### src/rtl/cpu_bus_responder_if.sv
// rtl/cpu_bus_responder_if.sv - CPU bus and memory fabric signal bundle for cpu_bus_responder
//
// Purpose: groups the 65C816 bus-cycle signals and the memory request/ack
// signals so the responder and its environment connect through one port.
// Ports (signals):
//   ADDR[23:0]   CPU address {bank, addr}        VDA / VPA  valid data / program address
//   RWN          1=read, 0=write                 D_OUT[7:0] CPU write data
//   EN           CPU clock enable pulse          D_IN[7:0]  read data to CPU
//   MEM_REQ      request to memory fabric        MEM_WE     1=write request
//   MEM_ADDR     latched request address         MEM_WDATA  latched write data
//   MEM_RDATA    read data, valid with MEM_ACK   MEM_ACK    request complete
//   BUS_ERR      timeout abort pulse             SLOW       current cycle targets slow region
// Modports: slave = responder view, master = CPU/memory environment view.

interface cpu_bus_responder_if;
    logic [23:0] ADDR;
    logic        VDA;
    logic        VPA;
    logic        RWN;
    logic [7:0]  D_OUT;
    logic        EN;
    logic [7:0]  D_IN;
    logic        MEM_REQ;
    logic        MEM_WE;
    logic [23:0] MEM_ADDR;
    logic [7:0]  MEM_WDATA;
    logic [7:0]  MEM_RDATA;
    logic        MEM_ACK;
    logic        BUS_ERR;
    logic        SLOW;

    modport slave (
        input  ADDR, VDA, VPA, RWN, D_OUT, MEM_RDATA, MEM_ACK,
        output EN, D_IN, MEM_REQ, MEM_WE, MEM_ADDR, MEM_WDATA, BUS_ERR, SLOW
    );

    modport master (
        output ADDR, VDA, VPA, RWN, D_OUT, MEM_RDATA, MEM_ACK,
        input  EN, D_IN, MEM_REQ, MEM_WE, MEM_ADDR, MEM_WDATA, BUS_ERR, SLOW
    );
endinterface

### src/rtl/cpu_bus_responder.sv
// rtl/cpu_bus_responder.sv - memory-side responder pacing 65C816 bus cycles
//
// Purpose: accepts each CPU bus cycle, runs a request/ack handshake to the
// memory fabric with wait states for the slow (Mega II / I/O) region and a
// REQ timeout, returns read data on D_IN and completes the cycle with an EN pulse.
// Ports:
//   CLK    system clock
//   RST_N  asynchronous active-low reset
//   bus    cpu_bus_responder_if.slave (CPU side: ADDR/VDA/VPA/RWN/D_OUT/EN/D_IN;
//          memory side: MEM_REQ/MEM_WE/MEM_ADDR/MEM_WDATA/MEM_RDATA/MEM_ACK;
//          status: BUS_ERR/SLOW)
// Parameters:
//   SLOW_WAIT  extra wait clocks before requesting the slow region (0..255)
//   TIMEOUT    REQ clocks without MEM_ACK before the cycle is aborted (1..255)

module cpu_bus_responder #(
    parameter int SLOW_WAIT = 3,
    parameter int TIMEOUT   = 15
) (
    input  logic                 CLK,
    input  logic                 RST_N,
    cpu_bus_responder_if.slave   bus
);

    localparam logic [7:0] SLOW_WAIT_C = 8'(SLOW_WAIT);
    localparam logic [7:0] TIMEOUT_C   = 8'(TIMEOUT);

    typedef enum logic [1:0] {
        ACCEPT = 2'd0,
        WAITS  = 2'd1,
        REQ    = 2'd2,
        DONE   = 2'd3
    } state_t;

    state_t      state_q, state_d;
    logic [7:0]  wait_cnt_q, wait_cnt_d;
    logic [7:0]  to_cnt_q, to_cnt_d;
    logic        en_q, en_d;
    logic [7:0]  din_q, din_d;
    logic        req_q, req_d;
    logic        we_q, we_d;
    logic [23:0] addr_q, addr_d;
    logic [7:0]  wdata_q, wdata_d;
    logic        err_q, err_d;
    logic        slow_q, slow_d;

    logic [7:0]  bank;
    logic        is_slow;
    logic        is_mem;

    assign bank    = bus.ADDR[23:16];
    assign is_mem  = bus.VDA | bus.VPA;
    // Mega II / I/O: banks E0/E1 entirely, plus the $Cxxx page of banks 00/01.
    assign is_slow = (bank == 8'hE0) || (bank == 8'hE1) ||
                     (((bank == 8'h00) || (bank == 8'h01)) && (bus.ADDR[15:12] == 4'hC));

    always_ff @(posedge CLK or negedge RST_N) begin
        if (!RST_N) begin
            state_q    <= ACCEPT;
            wait_cnt_q <= 8'd0;
            to_cnt_q   <= 8'd0;
            en_q       <= 1'b0;
            din_q      <= 8'h00;
            req_q      <= 1'b0;
            we_q       <= 1'b0;
            addr_q     <= 24'd0;
            wdata_q    <= 8'h00;
            err_q      <= 1'b0;
            slow_q     <= 1'b0;
        end else begin
            state_q    <= state_d;
            wait_cnt_q <= wait_cnt_d;
            to_cnt_q   <= to_cnt_d;
            en_q       <= en_d;
            din_q      <= din_d;
            req_q      <= req_d;
            we_q       <= we_d;
            addr_q     <= addr_d;
            wdata_q    <= wdata_d;
            err_q      <= err_d;
            slow_q     <= slow_d;
        end
    end

    // Every output is a register; en_d/err_d are set on the transition into
    // DONE so that EN (and BUS_ERR on abort) are high exactly while in DONE.
    always_comb begin
        state_d    = state_q;
        wait_cnt_d = wait_cnt_q;
        to_cnt_d   = to_cnt_q;
        en_d       = 1'b0;
        din_d      = din_q;
        req_d      = req_q;
        we_d       = we_q;
        addr_d     = addr_q;
        wdata_d    = wdata_q;
        err_d      = 1'b0;
        slow_d     = slow_q;

        case (state_q)
            ACCEPT: begin
                addr_d   = bus.ADDR;
                we_d     = ~bus.RWN;
                wdata_d  = bus.D_OUT;
                to_cnt_d = 8'd0;
                if (!is_mem) begin
                    state_d = DONE;
                    en_d    = 1'b1;
                end else if (is_slow) begin
                    slow_d = 1'b1;
                    if (SLOW_WAIT_C == 8'd0) begin
                        req_d   = 1'b1;
                        state_d = REQ;
                    end else begin
                        wait_cnt_d = SLOW_WAIT_C;
                        state_d    = WAITS;
                    end
                end else begin
                    req_d   = 1'b1;
                    state_d = REQ;
                end
            end

            WAITS: begin
                // Counter value n means n wait clocks remain including this one.
                wait_cnt_d = wait_cnt_q - 8'd1;
                if (wait_cnt_q == 8'd1) begin
                    req_d   = 1'b1;
                    state_d = REQ;
                end
            end

            REQ: begin
                if (bus.MEM_ACK) begin
                    // ACK takes priority over a timeout landing on the same clock.
                    req_d   = 1'b0;
                    if (!we_q) begin
                        din_d = bus.MEM_RDATA;
                    end
                    state_d = DONE;
                    en_d    = 1'b1;
                end else begin
                    to_cnt_d = to_cnt_q + 8'd1;
                    if ((to_cnt_q + 8'd1) == TIMEOUT_C) begin
                        req_d   = 1'b0;
                        if (!we_q) begin
                            din_d = 8'hFF;
                        end
                        err_d   = 1'b1;
                        state_d = DONE;
                        en_d    = 1'b1;
                    end
                end
            end

            DONE: begin
                slow_d  = 1'b0;
                state_d = ACCEPT;
            end

            default: begin
                state_d = ACCEPT;
            end
        endcase
    end

    assign bus.EN        = en_q;
    assign bus.D_IN      = din_q;
    assign bus.MEM_REQ   = req_q;
    assign bus.MEM_WE    = we_q;
    assign bus.MEM_ADDR  = addr_q;
    assign bus.MEM_WDATA = wdata_q;
    assign bus.BUS_ERR   = err_q;
    assign bus.SLOW      = slow_q;

endmodule

### src/flat_wrapper.sv
// flat-port wrapper written by rule: the top's interface ports become plain ports
module cpu_bus_responder_flat 
#(
    parameter int SLOW_WAIT = 3,
    parameter int TIMEOUT   = 15
)
  (CLK, RST_N, bus_ADDR, bus_VDA, bus_VPA, bus_RWN, bus_D_OUT, bus_MEM_RDATA, bus_MEM_ACK, bus_EN, bus_D_IN, bus_MEM_REQ, bus_MEM_WE, bus_MEM_ADDR, bus_MEM_WDATA, bus_BUS_ERR, bus_SLOW);
  cpu_bus_responder_if bus_i ();
  input  logic CLK;
  input  logic RST_N;
  input wire logic [$bits(bus_i.ADDR)-1:0] bus_ADDR;
  input wire logic [$bits(bus_i.VDA)-1:0] bus_VDA;
  input wire logic [$bits(bus_i.VPA)-1:0] bus_VPA;
  input wire logic [$bits(bus_i.RWN)-1:0] bus_RWN;
  input wire logic [$bits(bus_i.D_OUT)-1:0] bus_D_OUT;
  input wire logic [$bits(bus_i.MEM_RDATA)-1:0] bus_MEM_RDATA;
  input wire logic [$bits(bus_i.MEM_ACK)-1:0] bus_MEM_ACK;
  output wire logic [$bits(bus_i.EN)-1:0] bus_EN;
  output wire logic [$bits(bus_i.D_IN)-1:0] bus_D_IN;
  output wire logic [$bits(bus_i.MEM_REQ)-1:0] bus_MEM_REQ;
  output wire logic [$bits(bus_i.MEM_WE)-1:0] bus_MEM_WE;
  output wire logic [$bits(bus_i.MEM_ADDR)-1:0] bus_MEM_ADDR;
  output wire logic [$bits(bus_i.MEM_WDATA)-1:0] bus_MEM_WDATA;
  output wire logic [$bits(bus_i.BUS_ERR)-1:0] bus_BUS_ERR;
  output wire logic [$bits(bus_i.SLOW)-1:0] bus_SLOW;
  assign bus_i.ADDR = bus_ADDR;
  assign bus_i.VDA = bus_VDA;
  assign bus_i.VPA = bus_VPA;
  assign bus_i.RWN = bus_RWN;
  assign bus_i.D_OUT = bus_D_OUT;
  assign bus_i.MEM_RDATA = bus_MEM_RDATA;
  assign bus_i.MEM_ACK = bus_MEM_ACK;
  assign bus_EN = bus_i.EN;
  assign bus_D_IN = bus_i.D_IN;
  assign bus_MEM_REQ = bus_i.MEM_REQ;
  assign bus_MEM_WE = bus_i.MEM_WE;
  assign bus_MEM_ADDR = bus_i.MEM_ADDR;
  assign bus_MEM_WDATA = bus_i.MEM_WDATA;
  assign bus_BUS_ERR = bus_i.BUS_ERR;
  assign bus_SLOW = bus_i.SLOW;
  cpu_bus_responder #(.SLOW_WAIT(SLOW_WAIT), .TIMEOUT(TIMEOUT)) u_core (.CLK(CLK), .RST_N(RST_N), .bus(bus_i));
endmodule
### config.mk
export PLATFORM = sky130hd
export DESIGN_NAME = cpu_bus_responder_flat
export DESIGN_NICKNAME = d
export VERILOG_FILES = /design/src/rtl/cpu_bus_responder_if.sv /design/src/rtl/cpu_bus_responder.sv /design/src/flat_wrapper.sv
export SDC_FILE = /design/constraint.sdc
export NUM_CORES = 1
export LEC_CHECK = 0
export ABC_AREA = 1
export BUFFER_PORTS_ARGS = -buffer_cell sky130_fd_sc_hd__clkbuf_2
export CAP_MARGIN = 30
export CORE_MARGIN = 2
export CORE_UTILIZATION = 55
export CTS_CLUSTER_SIZE = 8
export DETAILED_ROUTE_END_ITERATION = 10
export PLACE_DENSITY = 0.86
export SKIP_CTS_REPAIR_TIMING = 1
export SYNTH_ARGS = -nofsm -noshare
export SYNTH_HDL_FRONTEND = slang
export SYNTH_SLANG_ARGS = --single-unit
### constraint.sdc
create_clock -name CLK -period 4.75 [get_ports CLK]
set_input_delay 0.475 -clock CLK [delete_from_list [all_inputs] [get_ports CLK]]
set_output_delay 0.475 -clock CLK [all_outputs]
set_load 0.03 [all_outputs]
======== Yosys cells after proc, flatten, opt, wreduce, memory -nomap -nowiden ========
Cells that the tools add are included.
cells by class
  $add $sub $neg .......................... 2
  equal/unequal tests ..................... 15
  mux-type cells .......................... 30
  bitwise operators ....................... 3
  reduce and logical (&&, ||, !) cells .... 17
operator list
  kind                                                                count
  8-bit two-way mux                                                   7
  8-bit one-hot mux with 2 select lines                               2
  8-bit by 1-bit == test with 1-bit output, second input constant     2
  8-bit == test, second input constant                                2
  1-bit two-way mux                                                   12
  2-bit two-way mux                                                   5
  3-bit AND reduction                                                 3
  8-bit by 1-bit adder with 8-bit output, second input constant       1
  8-bit by 4-bit == test with 1-bit output, second input constant     1
  8-bit logical NOT                                                   1
  2-bit one-hot mux with 4 select lines                               1
  2-bit nonzero test                                                  4
  8-bit by 1-bit subtractor with 8-bit output, second input constant  1
  2-bit by 1-bit != test with 1-bit output, second input constant     3
  5-bit AND reduction                                                 1
  2-bit == test, second input constant                                2
  4-bit == test, second input constant                                1
  2-bit != test, second input constant                                2
  1-bit one-hot mux with 2 select lines                               2
  2-bit AND reduction                                                 2
  1-bit logical OR                                                    3
  3-bit by 2-bit != test with 1-bit output, second input constant     1
  1-bit one-hot mux with 3 select lines                               1
  3-bit nonzero test                                                  1
  other kinds (5)                                                     6
storage, ports and cells
  register bits after elaboration ......... 63
  input bits .............................. 46
  output and inout bits ................... 45
  logic and storage cells ................. 78

======== Logic depth before layout (Yosys ltp) ========
Gate-level depths: netlist (run 1).
  word-level depth ........................ 7
  gate-level depth with buffers ........... 12
  mapped depth without buffers ............ 12

======== Worst setup path after synthesis (run 1) ========
Ideal clock, no wire load.
  path type ............................... register -> register
  start point ............................. register u_core.state_q[0]
  end point ............................... register u_core.wait_cnt_q[6]
  setup time .............................. 0.126 ns
  data arrival time ....................... 1.466 ns
  required time ........................... 4.624 ns
  slack ................................... 3.158 ns
  stages on the path, launching flop included .. 11
  buffers on the path ..................... 2
  clock period less this slack ............ 1.592 ns
  path through ............................ dfrtp_1 > inv_1 > ha_1 > buf_2 > inv_2 > nor3_2 > inv_1 > nand2_1 > a21oi_2 > buf_4 > o21ai_0
on the way
  cells in the longest elaborated chain, start to end .. 3
  elaborated cells on any way between the ends .. 7
  those cells by class .................... 3 x eq/ne; 1 x mux; 3 x reduce/logical
ends and longest elaborated chain
  item                                                                                             line                      text
  start: declaration                                                                               cpu_bus_responder.sv:35   state_t state_q, state_d;
  start signal: assignment                                                                         cpu_bus_responder.sv:71   state_q <= state_d;
  2-bit logical NOT or 2-bit by 1-bit == test with 1-bit output (tied branches)                    cpu_bus_responder.sv:100  case (state_q)
  2-bit by 1-bit != test with 1-bit output (no source line) or 2-bit nonzero test (tied branches)  -
  3-bit AND reduction (no source line)                                                             -
  end signal: assignment                                                                           cpu_bus_responder.sv:72   wait_cnt_q <= wait_cnt_d;
  end: declaration                                                                                 cpu_bus_responder.sv:36   logic [7:0] wait_cnt_q, wait_cnt_d;
Parallel ways exist; a longest one is shown, timed or not.
A chain may end at the register's enable or synchronous reset.

======== Worst setup path in the final report (run 1) ========
  start point ............................. register u_core.state_q[0]
  end point ............................... register u_core.wait_cnt_q[4]
The elaborated chain is that of the path after synthesis.

==> metrics, run 1 <==
M3 GR Usage 0.06163; clk slew on worst S/H paths approximately 0.07 ns; critical-path cell list inv_1, ha_1, inv_2, nor3_2, inv_1, nand2_1, a21oi_2, inv_1, nand2_1, nand2_1; crit path max fanout 39; sw frac 0.4761; Top Usage Layer GRT met2; GR Util met2 0.3664; synth cell count leaders 163 x nand2_1, 63 x dfrtp_1, 26 x inv_1, 18 x nor2_1; wire length per cell 12.40 um; Final #Nets 514; worst flop-to-flop path endpoint u_core.wait_cnt_q[4]; Area Overhead vs Synth 23.64%; antenna violations before repair 0; cts bufs inserted 9; leakage 2.063 nW; dpl hpwl ~4.6 mm; Worst path slowest cell inv_2; clock sinks 63; Hold Crit Class primary input to asynchronous set/reset pin; Initial DRT Pass Iterations 4; Hold Vio Cnt, Final 0; combinational share of power 0.485; WP data required approximately 5.0 ns; first-pass GRT wire length 11.14 mm; Worst R2R Setup Slack 2.35 ns; Synth Cell Area 2990 um^2; fraction of registers with async set/reset 1.000; effective utilization at floorplan 0.5781; H-tree level count 3; Max VDD drop between 400 and 500 uV; Synth Register Bits 63; TritonCTS clock tree built; Remaining Overflow, GRT 0; Chip Height approximately 78 um; Synth cell types 29; Crit Path Category register to register; met1 Use GR 0.3031; Mapped Avg Cell Area slightly above 8 um^2; Final Cell Area around 3700 um^2; CP arrival ~2.6 ns; post-synth top area share 0.5272; WL final 6.611 mm; largest net degree at the start of global routing 64; FF-to-FF path depth 10; layout cell share with drive strength beyond 1 0.2721; sequential share of the synthesized area 0.5272; max-cap violations 0; RSZ-0062 raised after global routing no; Finished Layout Cells roughly 530; die width 77.74 um; Synth area leader dfrtp_1; Synth Flop Type dfrtp_1; I/O pins between 90 and 100; PwrDens between 700 and 800 nW/um^2; post-route ant nets 0; crit path capture type register; switching power roughly 1.3 mW; GR Util All Layers 0.2355; FP Rows 26; Filler Cells Inserted between 300 and 400; clock share of power 0.173; max-slew violations 0; Core Footprint slightly above 5000 um^2; Fmax 416.3 MHz; clock period minus worst slack between 2 and 2.5 ns; worst skew pair latency around 0.34 ns; sequential share of power 0.342; Area contributors post-synth dfrtp_1 53%, nand2_1 20%, ha_1 3.8%; DR vias/cell 4.976; WHS between 0.3 and 0.4 ns; DRT iter0 DRCs between 100 and 150; r2r startpoint u_core.state_q[0]; TNS Setup 0 ns; CP Launch Type register; Syn Inst Count 366; status finished, final reports clean; count leader, synth nand2_1; die area 6043 um^2; PortBufs 90; Final Total Pwr 2.693 mW; vias in the first global route around 2400; Setup violations, final 0; Slew HR 0.4891; CTS max path bufs 2; Post-synth EDFFs 0; syn_nets roughly 420; Placer Congestion 0.8568; vias between 2000 and 3000; Yosys warnings 0; slew of the pin with the lowest slew margin around 0.77 ns; Setup Skew around 0.01 ns; max incr delay on CP ~0.47 ns; CTS root buf clkbuf_8; placed cell area around 3500 um^2; DRC viols 0; placed cells roughly 520; ANT cells 0; Int Power 1.411 mW; Final period util 0.5057
## cell usage in the layout (no fill, tap or decap), types with 2 or more instances in the layout
cell type  synthesis  final
nand4_1           12     12
inv_1             26     26
xor2_1             4      4
nand3_1           12     12
nand2_2            3      3
buf_4              1      2
nand2_1          163    163
a21oi_1            2      2
clkbuf_2           0     90
nor2_1            18     18
dfrtp_1           63     63
nor2_2             2      2
or2_2              9      9
o21ai_1            7      7
xnor2_1            3      3
nor3_1             2      2
ha_1               9      9
clkbuf_8           0     11
o21ai_0           12     12
## flip-flops by register name, indices dropped and copies added, names as in the netlist, 2 cells and up
register / flops
u_core.state_q: 2
u_core.bus.MEM_ADDR: 24
u_core.wait_cnt_q: 8
u_core.bus.MEM_WDATA: 8
u_core.bus.D_IN: 8
u_core.to_cnt_q: 8
## logic make-up after synthesis
logic type                 count (synthesis)  share of synthesized area
AOI/OAI and AO/OA                         24                    0.04268
DFF                                       63                     0.5272
adders and majority gates                  9                    0.03766
xor gates and xnor gates                   7                    0.02050
buffers and inverters                     38                    0.04979
and+or+nand+nor                          225                     0.3222
## critical path: cells and delay by family, from the launching register on
| kind | cells | cell delay (ns) |
|---|---|---|
| compound gates | 1 | 0.45 |
| simple gates | 4 | 0.33 |
| flops | 1 | 0.43 |
| fa+ha+maj | 1 | 0.23 |
| buf+inv | 4 | 0.84 |
## power by group through the flow
stage               Combinational, mW  Clock [mW]  Sequential [mW]
finish                           1.31       0.466            0.921
global route                     1.44       0.497            0.948
CTS                              1.31       0.476            0.920
detailed placement               1.31           0            0.926
global placement                 1.27           0            0.919
floorplan                       0.599           0             1.27
## worst max-delay path by stage
stage / endpoint / cells past startpoint / slack, ns / startpoint
after CTS: u_core.wait_cnt_q[4] / 10 / 2.34 / u_core.state_q[0]
final: u_core.wait_cnt_q[4] / 10 / 2.35 / u_core.state_q[0]
after detailed placement: u_core.wait_cnt_q[4] / 10 / 2.37 / u_core.state_q[0]
after global placement: u_core.wait_cnt_q[2] / 10 / 2.55 / u_core.state_q[0]
after global routing: u_core.wait_cnt_q[4] / 10 / 2.02 / u_core.state_q[0]
after floorplan: u_core.wait_cnt_q[6] / 10 / 3.16 / u_core.state_q[0]
## final cells by class
class | count | area (um^2) | share of cell area
clock buffers | 12 | 155.1 | 0.04196
clock inverters | 3 | 42.54 | 0.01151
inverters | 28 | 105.1 | 0.02843
multi-input cells | 265 | 1265 | 0.3421
flip-flops and latches | 63 | 1577 | 0.4264
well taps | 70 | 87.58 | 0.02369
repair buffers | 92 | 465.4 | 0.1259
## per-layer routing
metal  share of wire  routed length, um  vias to the layer above
met3           0.062                407                       14
met2            0.49               3270                       83
li1                -                  -                     1331
met1            0.42               2770                     1224
met4           0.025                163                        0
met5               0                  0                        -
## stage by stage
step                        util  setup WS (ns)
final                     0.7148          2.348
after global routing      0.7148          2.015
after CTS                 0.7148          2.344
after detailed placement  0.6766          2.369
after global placement    0.6766          2.554
after floorplan                -          3.158
Note: power is estimated with default switching activity, not from simulation.
==> run 2: changes to the inputs <==
--- a/config.mk
+++ b/config.mk
@@ -9,10 +9,10 @@
 export BUFFER_PORTS_ARGS = -buffer_cell sky130_fd_sc_hd__clkbuf_2
 export CAP_MARGIN = 30
 export CORE_MARGIN = 2
-export CORE_UTILIZATION = 55
+export CORE_UTILIZATION = 51
 export CTS_CLUSTER_SIZE = 8
 export DETAILED_ROUTE_END_ITERATION = 10
-export PLACE_DENSITY = 0.86
+export PLACE_DENSITY = 0.8
 export SKIP_CTS_REPAIR_TIMING = 1
 export SYNTH_ARGS = -nofsm -noshare
 export SYNTH_HDL_FRONTEND = slang
==> constraint.sdc (replaced) <==
create_clock -name CLK -period 2.25 [get_ports CLK]
set_input_delay 0.225 -clock CLK [delete_from_list [all_inputs] [get_ports CLK]]
set_output_delay 0.225 -clock CLK [all_outputs]
set_load 0.03 [all_outputs]
==> run 2 against run 1 <==
Against the previous run: worst hold slack worse by 0.22 ns; sequential cell count unchanged; clock skew down 0.00060 ns; cell area up 2.1%; maximum frequency up 29%; wire length up 1.4%; critical endpoint is now u_core.wait_cnt_q[6].
==> metrics, run 2 (synthesized netlist as in run 1, its figures left out) <==
status finished, final reports clean; Setup violations, final 0 (unchanged); M3 GR Usage 0.06629 (+0.004664); leakage 2.101 nW (+1.9%); CTS max path bufs 2 (unchanged); Core Footprint 5574 um^2 (+7.8%); Final period util 0.8286 (+0.3229); antenna violations before repair 0 (unchanged); dpl hpwl 4.975 mm (+7.6%); first-pass GRT wire length 11.31 mm (+1.6%); PwrDens 1558 nW/um^2 (+110%); vias 2671 (+0.72%); crit path max fanout 9 (-77%); H-tree level count 3 (unchanged); Hold Crit Class primary input to register; max-slew violations 0 (unchanged); largest net degree at the start of global routing 38 (-41%); GR Util met2 0.3833 (+0.01695); CTS root buf clkbuf_8; Remaining Overflow, GRT 0 (unchanged); Worst R2R Setup Slack 0.39 ns (-1.96 ns); TritonCTS clock tree built; Area Overhead vs Synth 26.19%; CP Launch Type register; I/O pins 91 (unchanged); CP arrival 2.07 ns (-0.55 ns); Top Usage Layer GRT met2; Final #Nets 519 (+0.97%); clock period minus worst slack 1.864 ns (-0.5375 ns); WP data required 2.46 ns (-2.51 ns); Initial DRT Pass Iterations 4 (unchanged); die area 6492 um^2 (+7.4%); vias in the first global route 2506 (+2.7%); RSZ-0062 raised after global routing no; post-route ant nets 0 (unchanged); DRT iter0 DRCs 150 (+25%); max-cap violations 0 (unchanged); Slew HR 0.6786 (+0.1895); worst skew pair latency 0.33 ns (about the same); Max VDD drop 915.0 uV (+110%); DR vias/cell 4.937 (-0.77%); cts bufs inserted 9 (unchanged); PortBufs 90 (unchanged); TNS Setup 0 ns (unchanged); commonest non-fill, non-tap cell in the layout nand2_1; die width 80.58 um (+3.7%); effective utilization at floorplan 0.5365 (-0.04166); Setup Skew 0.009175 ns (-0.0006004 ns); Hold Vio Cnt, Final 0 (unchanged); Crit Path Category register to register; max reg flops 24 (unchanged); Placer Congestion 0.8418 (-1.8%); most frequent cells in the layout 163 x nand2_1, 90 x clkbuf_2, 63 x dfrtp_1; clock sinks 63 (unchanged); Chip Height 80.58 um (+3.7%); GR Util All Layers 0.2273 (-0.008178); Fmax 536.4 MHz (+29%); FP Rows 27 (+3.8%); DRC viols 0 (unchanged); wire length per cell 12.40 um (about the same); ANT cells 0 (unchanged); Final Total Pwr 5.878 mW (+120%); slew of the pin with the lowest slew margin 0.4821 ns (-0.2842 ns); crit path capture type register; WL final 6.706 mm (+1.4%); met1 Use GR 0.2813 (-0.02183); layout cell share with drive strength beyond 1 0.2793 (+0.007179); clk slew on worst S/H paths 0.07 ns (about the same)
## run 2: layout make-up
class,instances,area [um^2]
sequential,63,1577
clock buffer,12,155.1
inverter,28,105.1
fill,485,1800
timing repair buffer,97,505.5
tap,72,90.09
multi-input combinational,265,1265
clock inverter,4,76.32
## run 2: final timing paths
| kind | from | end | cells after the start |
|---|---|---|---|
| setup / recovery | u_core.state_q[0] | u_core.wait_cnt_q[6] | 9 |
| hold / removal | bus_RWN | u_core.bus.MEM_WE | 2 |
| setup reg to reg | u_core.state_q[0] | u_core.wait_cnt_q[6] | 9 |
| hold reg to reg | u_core.bus.MEM_WDATA[5] | u_core.bus.MEM_WDATA[5] | 2 |
| max in group asynchronous | RST_N | u_core.bus.MEM_REQ | 3 |
| min in group asynchronous | RST_N | u_core.to_cnt_q[6] | 2 |
## run 2: power by group
part | leakage [nW] | internal [mW] | switching [mW]
Sequential | 0.792 | 1.63 | 0.327
Clock | 0.113 | 0.689 | 0.431
Combinational | 1.20 | 0.823 | 1.98
Total | 2.10 | 3.14 | 2.74
## run 2: metal layers
layer / share of wire / vias to the layer above
met5: 0 / -
li1: - / 1338
met4: 0.0079 / 0
met3: 0.075 / 9
met1: 0.42 / 1234
met2: 0.50 / 90
## run 2: stage by stage
step                      utilization  area [um^2]  instances  setup WS [ns]  hold WS (ns)
after floorplan                     -         2990        366         0.6579      -0.07059
after global placement         0.6337         3532        524         0.5405        0.2100
after detailed placement       0.6337         3532        524         0.3982        0.2040
after CTS                      0.6752         3764        540         0.3832       -0.1527
after global routing           0.6770         3774        541         0.1541       0.07059
final                          0.6770         3774        541         0.3857       0.08620
## run 2: worst max-delay path, stage by stage, from the launching register on
cell and delay [ns]:
dfrtp_1 0.43, inv_1 0.09, ha_1 0.27, inv_2 0.10
nor3_2 0.04, inv_1 0.11, nand2_1 0.09, a21oi_2 0.33
buf_4 0.21, o21ai_0 0.07
==> run 3: changes to the inputs <==
--- a/config.mk
+++ b/config.mk
@@ -9,10 +9,10 @@
 export BUFFER_PORTS_ARGS = -buffer_cell sky130_fd_sc_hd__clkbuf_2
 export CAP_MARGIN = 30
 export CORE_MARGIN = 2
-export CORE_UTILIZATION = 51
+export CORE_UTILIZATION = 46
 export CTS_CLUSTER_SIZE = 8
 export DETAILED_ROUTE_END_ITERATION = 10
-export PLACE_DENSITY = 0.8
+export PLACE_DENSITY = 0.77
 export SKIP_CTS_REPAIR_TIMING = 1
 export SYNTH_ARGS = -nofsm -noshare
 export SYNTH_HDL_FRONTEND = slang
==> constraint.sdc (replaced) <==
create_clock -name CLK -period 1.6 [get_ports CLK]
set_input_delay 0.16 -clock CLK [delete_from_list [all_inputs] [get_ports CLK]]
set_output_delay 0.16 -clock CLK [all_outputs]
set_load 0.03 [all_outputs]
==> run 3 against run 2 <==
Against the previous run: the run now ends with setup timing left; worst setup slack worse by 0.40 ns; utilization fell by 4.3 points; via count rose by 1.3%; critical path type unchanged; highest routed layer unchanged.
==> metrics, run 3 (synthesized netlist as in run 1, its figures left out) <==
Final #Nets 534 (+2.9%); Hold Crit Class primary input to register; Initial DRT Pass Iterations 4 (unchanged); clock period minus worst slack 1.618 ns (-0.2458 ns); die width 84.63 um (+5.0%); Hold Vio Cnt, Final 0 (unchanged); leakage 2.188 nW (+4.1%); GR Util met2 0.3185 (-0.06479); post-route ant nets 0 (unchanged); commonest non-fill, non-tap cell in the layout nand2_1; CP Buf/Inv Count 0 (-4); Worst R2R Setup Slack -0.02 ns (-0.40 ns); ANT cells 0 (unchanged); CP arrival 1.84 ns (-0.23 ns); effective utilization at floorplan 0.4736 (-0.06283); PwrDens 2144 nW/um^2 (+38%); clock share of power 0.176 (-0.015); crit-path leading delay family simple AND/OR/NAND/NOR gates; Setup Skew 0.009426 ns (+0.0002505 ns); WP data required 1.83 ns (-0.63 ns); most frequent cells in the layout 157 x nand2_1, 90 x clkbuf_2, 63 x dfrtp_1; DRT iter0 DRCs 189 (+26%); failing checks setup timing; wire length per cell 12.37 um (-0.23%); Final period util 1.012 (+0.1830); crit path capture type register; Worst path slowest cell dfrtp_1; dpl hpwl 4.866 mm (-2.2%); antenna violations before repair 0 (unchanged); max-cap violations 0 (unchanged); Fmax 617.9 MHz (+15%); met1 Use GR 0.2550 (-0.02632); switching power 3.991 mW (+46%); I/O pins 91 (unchanged); first-pass GRT wire length 11.09 mm (-2.0%); CP Launch Type register; Final Cell Area 4000 um^2 (+6.0%); max incr delay on CP 0.42 ns (about the same); clock sinks 63 (unchanged); worst skew pair latency 0.33 ns (about the same); status finished with violations; Filler Cells Inserted 559 (+15%); slew of the pin with the lowest slew margin 0.3457 ns (-0.1364 ns); cts bufs inserted 9 (unchanged); die area 7161 um^2 (+10%); M3 GR Usage 0.03835 (-0.02794); Chip Height 84.63 um (+5.0%); clk slew on worst S/H paths 0.07 ns (about the same); DRC viols 0 (unchanged); TritonCTS clock tree built; Area Overhead vs Synth 33.77%; layout cell share with drive strength beyond 1 0.3388 (+0.05953); DR vias/cell 4.822 (-2.3%); Remaining Overflow, GRT 0 (unchanged); TNS Setup -0.04206 ns (-0.04206 ns); RSZ-0062 raised after global routing yes; Worst Slack Setup Final -0.01848 ns (-0.4042 ns); Placer Congestion 0.8219 (-2.4%); placed cell area 3669 um^2 (+3.9%); WL final 6.938 mm (+3.5%); Slew HR 0.7695 (+0.09096); Top Usage Layer GRT met2; max-slew violations 0 (unchanged); Int Power 4.584 mW (+46%); sequential share of power 0.319 (-0.014); FP Rows 29 (+7.4%); Max VDD drop 1404 uV (+53%); sw frac 0.4654 (about the same); CTS max path bufs 2 (unchanged); H-tree level count 3 (unchanged); PortBufs 90 (unchanged); max reg flops 24 (unchanged); Crit Path Category register to register; GR Util All Layers 0.1945 (-0.03283); vias 2705 (+1.3%); crit path max fanout 8 (-1); combinational share of power 0.505 (+0.029); CTS root buf clkbuf_8; largest net degree at the start of global routing 64 (+68%); Core Footprint 6314 um^2 (+13%); vias in the first global route 2508 (+0.080%); critical-path cell list ha_4, nand3_2, o21ai_2, nand2_2, nor2_2, nand2_2, nand2_4, nand3_4, nand2_1, nand2_1; Setup violations, final 6 (+6); WHS 0.02042 ns (-0.06578 ns)
run 3: routing by layer:
metal  wire length (um)  part of all wire
met1               3072              0.44
met2               3406              0.49
met5                  0                 0
met4                136             0.020
met3                324             0.047
run 3: path summary, 6_finish.rpt:
kind / startpoint / end / cells after the start
worst max-delay path: u_core.to_cnt_q[1] / u_core.bus.D_IN[0] / 10
worst min-delay path: bus_D_OUT[6] / u_core.bus.MEM_WDATA[6] / 3
worst max register to register: u_core.to_cnt_q[1] / u_core.bus.D_IN[0] / 10
worst min register to register: u_core.bus.MEM_ADDR[1] / u_core.bus.MEM_ADDR[1] / 2
max in group asynchronous: RST_N / u_core.bus.D_IN[3] / 3
min in group asynchronous: RST_N / u_core.wait_cnt_q[5] / 3
run 3: cell type report:
| class | instances | area (um^2) | area share |
|---|---|---|---|
| Clock buffer | 10 | 127.6 | 0.03190 |
| Clock inverter | 6 | 85.08 | 0.02127 |
| Inverter | 28 | 105.1 | 0.02627 |
| Multi-Input combinational cell | 265 | 1355 | 0.3388 |
| Sequential cell | 63 | 1577 | 0.3941 |
| Tap cell | 77 | 96.34 | 0.02409 |
| Timing Repair Buffer | 112 | 654.4 | 0.1636 |
run 3: tightest hold or removal path, delay by kind of cell:
family                 cells  cell delay, ns
buffers and inverters      1            0.07
AND/OR/NAND/NOR            2            0.09
run 3: power groups by stage:
stage               clock (mW)  sequential, mW  combinational [mW]
floorplan                    0            3.78                1.78
global placement             0            2.71                4.11
detailed placement           0            2.71                4.24
CTS                       1.53            2.69                4.25
global route              1.60            2.82                4.77
finish                    1.51            2.73                4.33
run 3: through the flow:
stage / setup WS [ns] / cells / util / power [mW]
after detailed placement: -0.001701 / 543 / 0.5811 / 6.951
after global placement: 0.02300 / 543 / 0.5811 / 6.818
final: -0.01848 / 561 / 0.6336 / 8.575
after CTS: -0.04516 / 559 / 0.6147 / 8.467
after global routing: -0.1282 / 561 / 0.6336 / 9.192
after floorplan: 0.007891 / 366 / - / 5.559
